**config.mk**
```make
export PLATFORM = sky130hd
export DESIGN_NAME = osd_row_writer
export DESIGN_NICKNAME = d
export VERILOG_FILES = /design/src/rtl/osd_pkg.sv /design/src/rtl/osd_rmw_bit.sv /design/src/rtl/osd_row_writer.sv
export SDC_FILE = /design/constraint.sdc
export NUM_CORES = 1
export LEC_CHECK = 0
export CAP_MARGIN = 20
export CORE_MARGIN = 3
export CORE_UTILIZATION = 45
export CTS_CLUSTER_SIZE = 30
export DETAILED_ROUTE_END_ITERATION = 8
export PLACE_DENSITY = 0.8
export SLEW_MARGIN = 10
export SYNTH_ARGS = -nofsm -noshare
export SYNTH_HDL_FRONTEND = slang
export SYNTH_HIERARCHICAL = 1
export SYNTH_SLANG_ARGS = --single-unit
```
**constraint.sdc**
```tcl
create_clock -name clk_i -period 3.4 [get_ports clk_i]
set_input_delay 0.68 -clock clk_i [delete_from_list [all_inputs] [get_ports clk_i]]
set_output_delay 0.68 -clock clk_i [all_outputs]
set_load 0.03 [all_outputs]
```
**src/rtl/osd_pkg.sv**
```systemverilog
// Shared constants, FSM state encoding and command record for the OSD row writer.
// The register map and row geometry mirror the OSD generator's Avalon-MM slave.
package osd_pkg;

    localparam int CHAR_ROWS     = 30;
    localparam int CHAR_COLS     = 16;
    localparam int WORDS_PER_ROW = 8;
    localparam int WORDS_PER_SEC = CHAR_COLS / 4;
    localparam int ROW_W         = 5;
    localparam int DATA_W        = 32;

    localparam logic [7:0] CFG_ADDR     = 8'hF0;
    localparam logic [7:0] LSEC_EN_ADDR = 8'hF1;
    localparam logic [7:0] RSEC_EN_ADDR = 8'hF2;
    localparam logic [7:0] COLOR_ADDR   = 8'hF3;

    localparam int RENDER_EN      = 0;
    localparam int STATUS_REFRESH = 1;
    localparam int MENU_ACTIVE    = 2;

    typedef enum logic [3:0] {
        ST_IDLE,
        ST_COLLECT,
        ST_WR_CHAR,
        ST_RD_EN,
        ST_WR_EN,
        ST_RD_COL,
        ST_WR_COL,
        ST_RD_CFG,
        ST_WR_CFG,
        ST_DONE
    } osd_state_e;

    typedef struct packed {
        logic [ROW_W-1:0] row;
        logic             sec;
        logic             en;
        logic             hilite;
        logic             refresh;
    } row_cmd_t;

    // row*8 + sec*4 + w collapses to a plain concatenation for an 8-word row stride.
    function automatic logic [7:0] char_word_addr(input logic [ROW_W-1:0] row,
                                                  input logic             sec,
                                                  input logic [1:0]       w);
        return {row, sec, w};
    endfunction

endpackage

```
**src/rtl/osd_rmw_bit.sv**
```systemverilog
// Single-bit read-modify-write engine: the read phase captures the register,
// the write phase returns it with one bit replaced. The caller sequences the phases.
module osd_rmw_bit
    import osd_pkg::*;
(
    input  logic              clk_i,
    input  logic              rst_ni,
    input  logic              rd_req_i,
    input  logic              wr_req_i,
    input  logic [7:0]        addr_i,
    input  logic [ROW_W-1:0]  bit_idx_i,
    input  logic              bit_val_i,
    input  logic [DATA_W-1:0] rdata_i,
    input  logic              waitreq_i,
    output logic              read_o,
    output logic              write_o,
    output logic [7:0]        address_o,
    output logic [DATA_W-1:0] wdata_o,
    output logic              rd_done_o,
    output logic              wr_done_o
);

    logic [DATA_W-1:0] data_q, data_d;
    logic [DATA_W-1:0] bit_mask;
    logic [DATA_W-1:0] merged;

    always_ff @(posedge clk_i or negedge rst_ni) begin
        if (!rst_ni) begin
            data_q <= '0;
        end else begin
            data_q <= data_d;
        end
    end

    assign bit_mask = {{(DATA_W-1){1'b0}}, 1'b1} << bit_idx_i;
    assign merged   = bit_val_i ? (data_q | bit_mask) : (data_q & ~bit_mask);

    always_comb begin
        data_d = data_q;
        if (rd_req_i && !waitreq_i) begin
            data_d = rdata_i;
        end
    end

    // Bus-facing outputs stay at zero unless a phase is active.
    assign read_o    = rd_req_i;
    assign write_o   = wr_req_i;
    assign address_o = (rd_req_i || wr_req_i) ? addr_i : 8'h00;
    assign wdata_o   = wr_req_i ? merged : '0;
    assign rd_done_o = rd_req_i && !waitreq_i;
    assign wr_done_o = wr_req_i && !waitreq_i;

endmodule

```
**src/rtl/osd_row_writer.sv**
```systemverilog
// Avalon-MM master that writes one 16-character OSD row section and then updates
// the row-enable, row-color and (optionally) config registers by read-modify-write.
module osd_row_writer
    import osd_pkg::*;
(
    input  logic              clk_i,
    input  logic              rst_ni,
    input  logic              cmd_valid,
    output logic              cmd_ready,
    input  logic [ROW_W-1:0]  cmd_row,
    input  logic              cmd_sec,
    input  logic              cmd_en,
    input  logic              cmd_hilite,
    input  logic              cmd_refresh,
    input  logic              char_valid,
    output logic              char_ready,
    input  logic [7:0]        char_data,
    output logic [7:0]        avm_address,
    output logic              avm_write,
    output logic              avm_read,
    output logic [DATA_W-1:0] avm_writedata,
    output logic [3:0]        avm_byteenable,
    input  logic [DATA_W-1:0] avm_readdata,
    input  logic              avm_waitrequest,
    output logic              busy,
    output logic              done,
    output logic              err
);

    osd_state_e        state_q, state_d;
    row_cmd_t          cmd_q, cmd_d;
    logic [DATA_W-1:0] word_q, word_d;
    logic [1:0]        char_idx_q, char_idx_d;
    logic [1:0]        word_idx_q, word_idx_d;
    logic              err_q, err_d;

    logic              rmw_rd, rmw_wr, rmw_val;
    logic [7:0]        rmw_addr;
    logic [ROW_W-1:0]  rmw_idx;
    logic              rmw_read, rmw_write, rmw_rd_done, rmw_wr_done;
    logic [7:0]        rmw_address;
    logic [DATA_W-1:0] rmw_wdata;

    always_ff @(posedge clk_i or negedge rst_ni) begin
        if (!rst_ni) begin
            state_q    <= ST_IDLE;
            cmd_q      <= '0;
            word_q     <= '0;
            char_idx_q <= '0;
            word_idx_q <= '0;
            err_q      <= 1'b0;
        end else begin
            state_q    <= state_d;
            cmd_q      <= cmd_d;
            word_q     <= word_d;
            char_idx_q <= char_idx_d;
            word_idx_q <= word_idx_d;
            err_q      <= err_d;
        end
    end

    // Which register the shared read-modify-write engine targets in each phase.
    always_comb begin
        rmw_rd   = 1'b0;
        rmw_wr   = 1'b0;
        rmw_addr = LSEC_EN_ADDR;
        rmw_idx  = cmd_q.row;
        rmw_val  = cmd_q.en;
        case (state_q)
            ST_RD_EN, ST_WR_EN: begin
                rmw_rd   = (state_q == ST_RD_EN);
                rmw_wr   = (state_q == ST_WR_EN);
                rmw_addr = cmd_q.sec ? RSEC_EN_ADDR : LSEC_EN_ADDR;
            end
            ST_RD_COL, ST_WR_COL: begin
                rmw_rd   = (state_q == ST_RD_COL);
                rmw_wr   = (state_q == ST_WR_COL);
                rmw_addr = COLOR_ADDR;
                rmw_val  = cmd_q.hilite;
            end
            ST_RD_CFG, ST_WR_CFG: begin
                rmw_rd   = (state_q == ST_RD_CFG);
                rmw_wr   = (state_q == ST_WR_CFG);
                rmw_addr = CFG_ADDR;
                rmw_idx  = ROW_W'(STATUS_REFRESH);
                rmw_val  = 1'b1;
            end
            default: ;
        endcase
    end

    osd_rmw_bit u_rmw (
        .clk_i     (clk_i),
        .rst_ni    (rst_ni),
        .rd_req_i  (rmw_rd),
        .wr_req_i  (rmw_wr),
        .addr_i    (rmw_addr),
        .bit_idx_i (rmw_idx),
        .bit_val_i (rmw_val),
        .rdata_i   (avm_readdata),
        .waitreq_i (avm_waitrequest),
        .read_o    (rmw_read),
        .write_o   (rmw_write),
        .address_o (rmw_address),
        .wdata_o   (rmw_wdata),
        .rd_done_o (rmw_rd_done),
        .wr_done_o (rmw_wr_done)
    );

    always_comb begin
        state_d    = state_q;
        cmd_d      = cmd_q;
        word_d     = word_q;
        char_idx_d = char_idx_q;
        word_idx_d = word_idx_q;
        err_d      = 1'b0;
        case (state_q)
            ST_IDLE: begin
                if (cmd_valid) begin
                    cmd_d = '{row: cmd_row, sec: cmd_sec, en: cmd_en,
                              hilite: cmd_hilite, refresh: cmd_refresh};
                    if (int'(cmd_row) >= CHAR_ROWS) begin
                        err_d = 1'b1;
                    end else begin
                        state_d    = ST_COLLECT;
                        char_idx_d = '0;
                        word_idx_d = '0;
                    end
                end
            end
            ST_COLLECT: begin
                if (char_valid) begin
                    word_d[{char_idx_q, 3'b000} +: 8] = char_data;
                    char_idx_d = char_idx_q + 2'd1;
                    if (char_idx_q == 2'd3) begin
                        state_d = ST_WR_CHAR;
                    end
                end
            end
            ST_WR_CHAR: begin
                if (!avm_waitrequest) begin
                    word_idx_d = word_idx_q + 2'd1;
                    state_d    = (word_idx_q == 2'(WORDS_PER_SEC - 1)) ? ST_RD_EN : ST_COLLECT;
                end
            end
            ST_RD_EN:  if (rmw_rd_done) state_d = ST_WR_EN;
            ST_WR_EN:  if (rmw_wr_done) state_d = ST_RD_COL;
            ST_RD_COL: if (rmw_rd_done) state_d = ST_WR_COL;
            ST_WR_COL: if (rmw_wr_done) state_d = cmd_q.refresh ? ST_RD_CFG : ST_DONE;
            ST_RD_CFG: if (rmw_rd_done) state_d = ST_WR_CFG;
            ST_WR_CFG: if (rmw_wr_done) state_d = ST_DONE;
            ST_DONE:   state_d = ST_IDLE;
            default:   state_d = ST_IDLE;
        endcase
    end

    // Character-word writes own the bus in WR_CHAR; every other phase belongs to the engine.
    always_comb begin
        avm_address   = rmw_address;
        avm_read      = rmw_read;
        avm_write     = rmw_write;
        avm_writedata = rmw_wdata;
        if (state_q == ST_WR_CHAR) begin
            avm_address   = char_word_addr(cmd_q.row, cmd_q.sec, word_idx_q);
            avm_read      = 1'b0;
            avm_write     = 1'b1;
            avm_writedata = word_q;
        end
        avm_byteenable = (avm_read || avm_write) ? 4'hF : 4'h0;
    end

    // Ready is masked by reset so every output reads zero while reset is held.
    assign cmd_ready  = rst_ni && (state_q == ST_IDLE);
    assign char_ready = (state_q == ST_COLLECT);
    assign busy       = (state_q != ST_IDLE) && (state_q != ST_DONE);
    assign done       = (state_q == ST_DONE);
    assign err        = err_q;

endmodule

```
==> impl_metrics.csv <==
group,metric,value,unit
grt,grt_pass1_vias,4232,
worst_setup_path,crit_fanout,7,
yosys,yosys_most_used_dff,"dfrtp_1",
yosys,synthTopCellsByArea,"dfrtp_1 40%, mux2_2 18%, nand2_1 7.2%",
pwr,p_clk_frac,0.140,
yosys,synth.avg_cell_area,10.0,sq um
floorplan,coreArea,0.0110,sq mm
sta,max_slew_margin,0.385,
clock_network,cts_root_buffer,"clkbuf_16",
worst_setup_path,cp_data_required_time,2720,ps
yosys,netlist_area,0.00514,sq mm
sta,grt_setup_unrepaired,"yes",
floorplan,die_area,0.0127,sq mm
placement,pre_cts_ws,97.5,ps
final_layout,n_antenna_cell,0,
sta,max_clock_freq,295,MHz
clock_network,tritoncts,"built",
clock_network,worstSkewPairLatency,340,ps
placement,place_area,0.00619,sq mm
pwr,combPwrFrac,0.634,
clock_network,clk_pin_slew,60,ps
sta,min_period,3390,ps
pwr,p_per_area,1060,mW/mm^2
sta,finalSetupViolations,0,
sta,tightest_slew,915,ps
sta,report.final.slew_viol_count,0,
drt,via_per_inst,5.53,
worst_setup_path,startpoint,"state_q[0]$_DFFE_PN0P_",
grt,antenna_found_initial,0,
final_layout,stdcell_area,0.00677,sq mm
worst_setup_path,cpPeakStageDelay,440,ps
clock_network,cts.sinks,82,
floorplan,num_rows,38,
yosys,synth_top_area_frac,0.399,
grt,overflow,0,
worst_setup_path,r2r-start,"state_q[1]$_DFFE_PN0P_",
sta,hold_violations,0,
pwr,switching_power,3.31,mW
pwr,p_int,3.90,mW
floorplan,die_y,113,um
placement,dp_cells,739,
final_layout,finalNetCount,680,
yosys,async_reset_ff_frac,1.00,
yosys,synth.top_cells.by_count,"98 x nand2_1, 82 x dfrtp_1, 81 x mux2_2, 38 x o21ai_0, 21 x mux2i_1",
drt,dr.pass1.iters,7,
worst_setup_path,end_kind,"output pin",
worst_setup_path,cp_data_arrival_time,2710,ps
yosys,yosysUniqueCellTypes,59,
grt,grt_pass1_wl,22500,um
worst_setup_path,critPathKind,"register to output pin",
drt,drc_errors,0,
worst_setup_path,crit_top_cell,"buf_6",
yosys,yosys_warnings,6,
sta,holdWs,426,ps
yosys,synth_edf_count,0,
pwr,pwr-share-seq,0.226,
pwr,power.share.switching,0.459,
clock_network,ctsHtreeMaxLevel,3,
clock_network,clockBufferDepth,2,
yosys,synthMostInstantiatedCell,"nand2_1",
sta,timing.final.ws_setup,5.23,ps
worst_setup_path,critPathTopFamily,"simple AND/OR/NAND/NOR gates",
drt,postRouteWirelength,14300,um
sta,fin_skew,7.40,ps
worst_setup_path,worstPathBufferInverterCount,2,
final_layout,area_growth,31.6,%
final_layout,fillers,909,
worst_setup_path,start_kind,"register",
yosys,syn_inst,513,
floorplan,initial_utilization,0.468,
floorplan,io_pins,105,
placement,io_buffer_count,104,
flow_run,maxCapViolations,0,
grt,grt_max_degree,54,
drt,wire_per_inst,18.7,um
yosys,synth_top_area_cell,"dfrtp_1",
placement,gp_congestion,0.976,
drt,vias,4226,
yosys,ys_seq_elements,82,
drt,drt_iter0_drc,349,
grt,grt_usage,0.223,
floorplan,die_w,113,um
worst_setup_path,critPathSlowestCell,"dfrtp_2",
pwr,p_leak,2.94,nW
status,status,"completed",
drt,antenna_left,0,
worst_hold_path,holdCritPathClass,"input port to async pin",
pwr,worst_ir_drop_vdd,0.585,mV
yosys,seq_area_frac_synth,0.399,
placement,hpwl,10500,um
sta,fin_tns_setup,0,ps
sta,finalCritPeriodShare,0.998,
final_layout,drive_gt1_frac,0.324,
clock_network,cts_buffers,9,
worst_setup_path,path_cells,"nor4b_4 -> a31oi_4 -> and2_4 -> buf_6 -> nor3b_4 -> nand3_2 -> mux2i_2 -> mux2_4 -> buf_6",
final_layout,finalNonFillerCells,764,
==> power by group through the flow <==
stage          registers [mW]  clock network [mW]  logic (mW)
2_1_floorplan            1.48                   0        3.10
3_3_place_gp             1.60                   0        4.09
3_5_place_dp             1.61                   0        4.15
4_1_cts                  1.62                1.02        4.27
5_1_grt                  1.67                1.06        4.86
6_report                 1.63                1.01        4.57
==> cells in the final DEF (no fill, tap or decap), types with 4 or more instances in the layout <==
cell             netlist  routed
mux2_2                81      78
nor2_1                16      15
buf_4                 15      52
ha_1                   7       7
nor3_1                 5       4
nor2b_1               16      14
nand4_1                8       8
buf_6                  6      10
clkdlybuf4s50_1        0      65
a21oi_1                4       4
dfrtp_1               82      80
o31ai_1                9       8
inv_1                  6       5
conb_1                 2       6
mux2i_1               21      20
and2_4                 0       4
nand2_1               98      98
clkbuf_16              0       9
o21ai_0               38      38
nand3_1                6       5
o211ai_1              10      10
nor3b_1                4       4
==> cells by family (layout without fill, tap and decap cells) <==
group                      after synthesis  count (layout)  synth area share
adders and majority gates                8               8            0.0190
DFF                                     82              82             0.399
other                                    2               6           0.00146
muxes                                  102             102             0.218
and+or+nand+nor                        189             189             0.194
AOI/OAI and AO/OA                       84              84             0.112
buffers and inverters                   46             153            0.0557
==> area by class of cell <==
class                      count  area [sq um]  area share
clock buffer                  10           239      0.0353
clock inverter                 6          71.3      0.0105
inverter                       6          22.5     0.00333
multi-input combinational    389          2980       0.440
sequential                    82          2050       0.304
tap                          140           175      0.0259
timing repair buffer         131          1230       0.182
==> registers in the layout, summed over array words and instances (netlist names) <==
register      cells
u_rmw/data_q     32
state_q           4
char_idx_q        2
err               1
word_idx_q        2
word_q           32
cmd_q             9
==> stage by stage <==
step	util	total power [mW]
5_1_grt	0.616	7.59
6_report	0.616	7.21
4_1_cts	0.599	6.91
3_3_place_gp	0.563	5.69
2_1_floorplan	-	4.58
3_5_place_dp	0.563	5.77
==> per-layer routing <==
metal  routed length (um)  GRT usage  vias up
met3                  663     0.0374       21
li1                     -          -     2016
met2                 6980      0.363      115
met5                    0          0        -
met1                 6350      0.306     2074
met4                  315     0.0681        0
==> timing repair <==
action	4_1_cts	5_1_grt
buffers inserted	3	6
hold buffers	0	0
endpoints found under the setup margin	32	32
pin swaps	4	10
resized for setup	17	33
==> worst paths after layout <==
kind | end | slack (ps) | cells past startpoint
setup / recovery | avm_writedata[25] | 5 | 9
hold / removal | u_rmw/data_q[17]$_DFFE_PN0P_ | 430 | 2
setup reg to reg | state_q[2]$_DFFE_PN0P_ | 830 | 6
hold reg to reg | word_q[26]$_DFFE_PN0P_ | 490 | 2
max in group asynchronous | state_q[2]$_DFFE_PN0P_ | 1950 | 3
min in group clk_i | word_q[26]$_DFFE_PN0P_ | 490 | 2
Note: power is estimated with default switching activity, not from simulation.
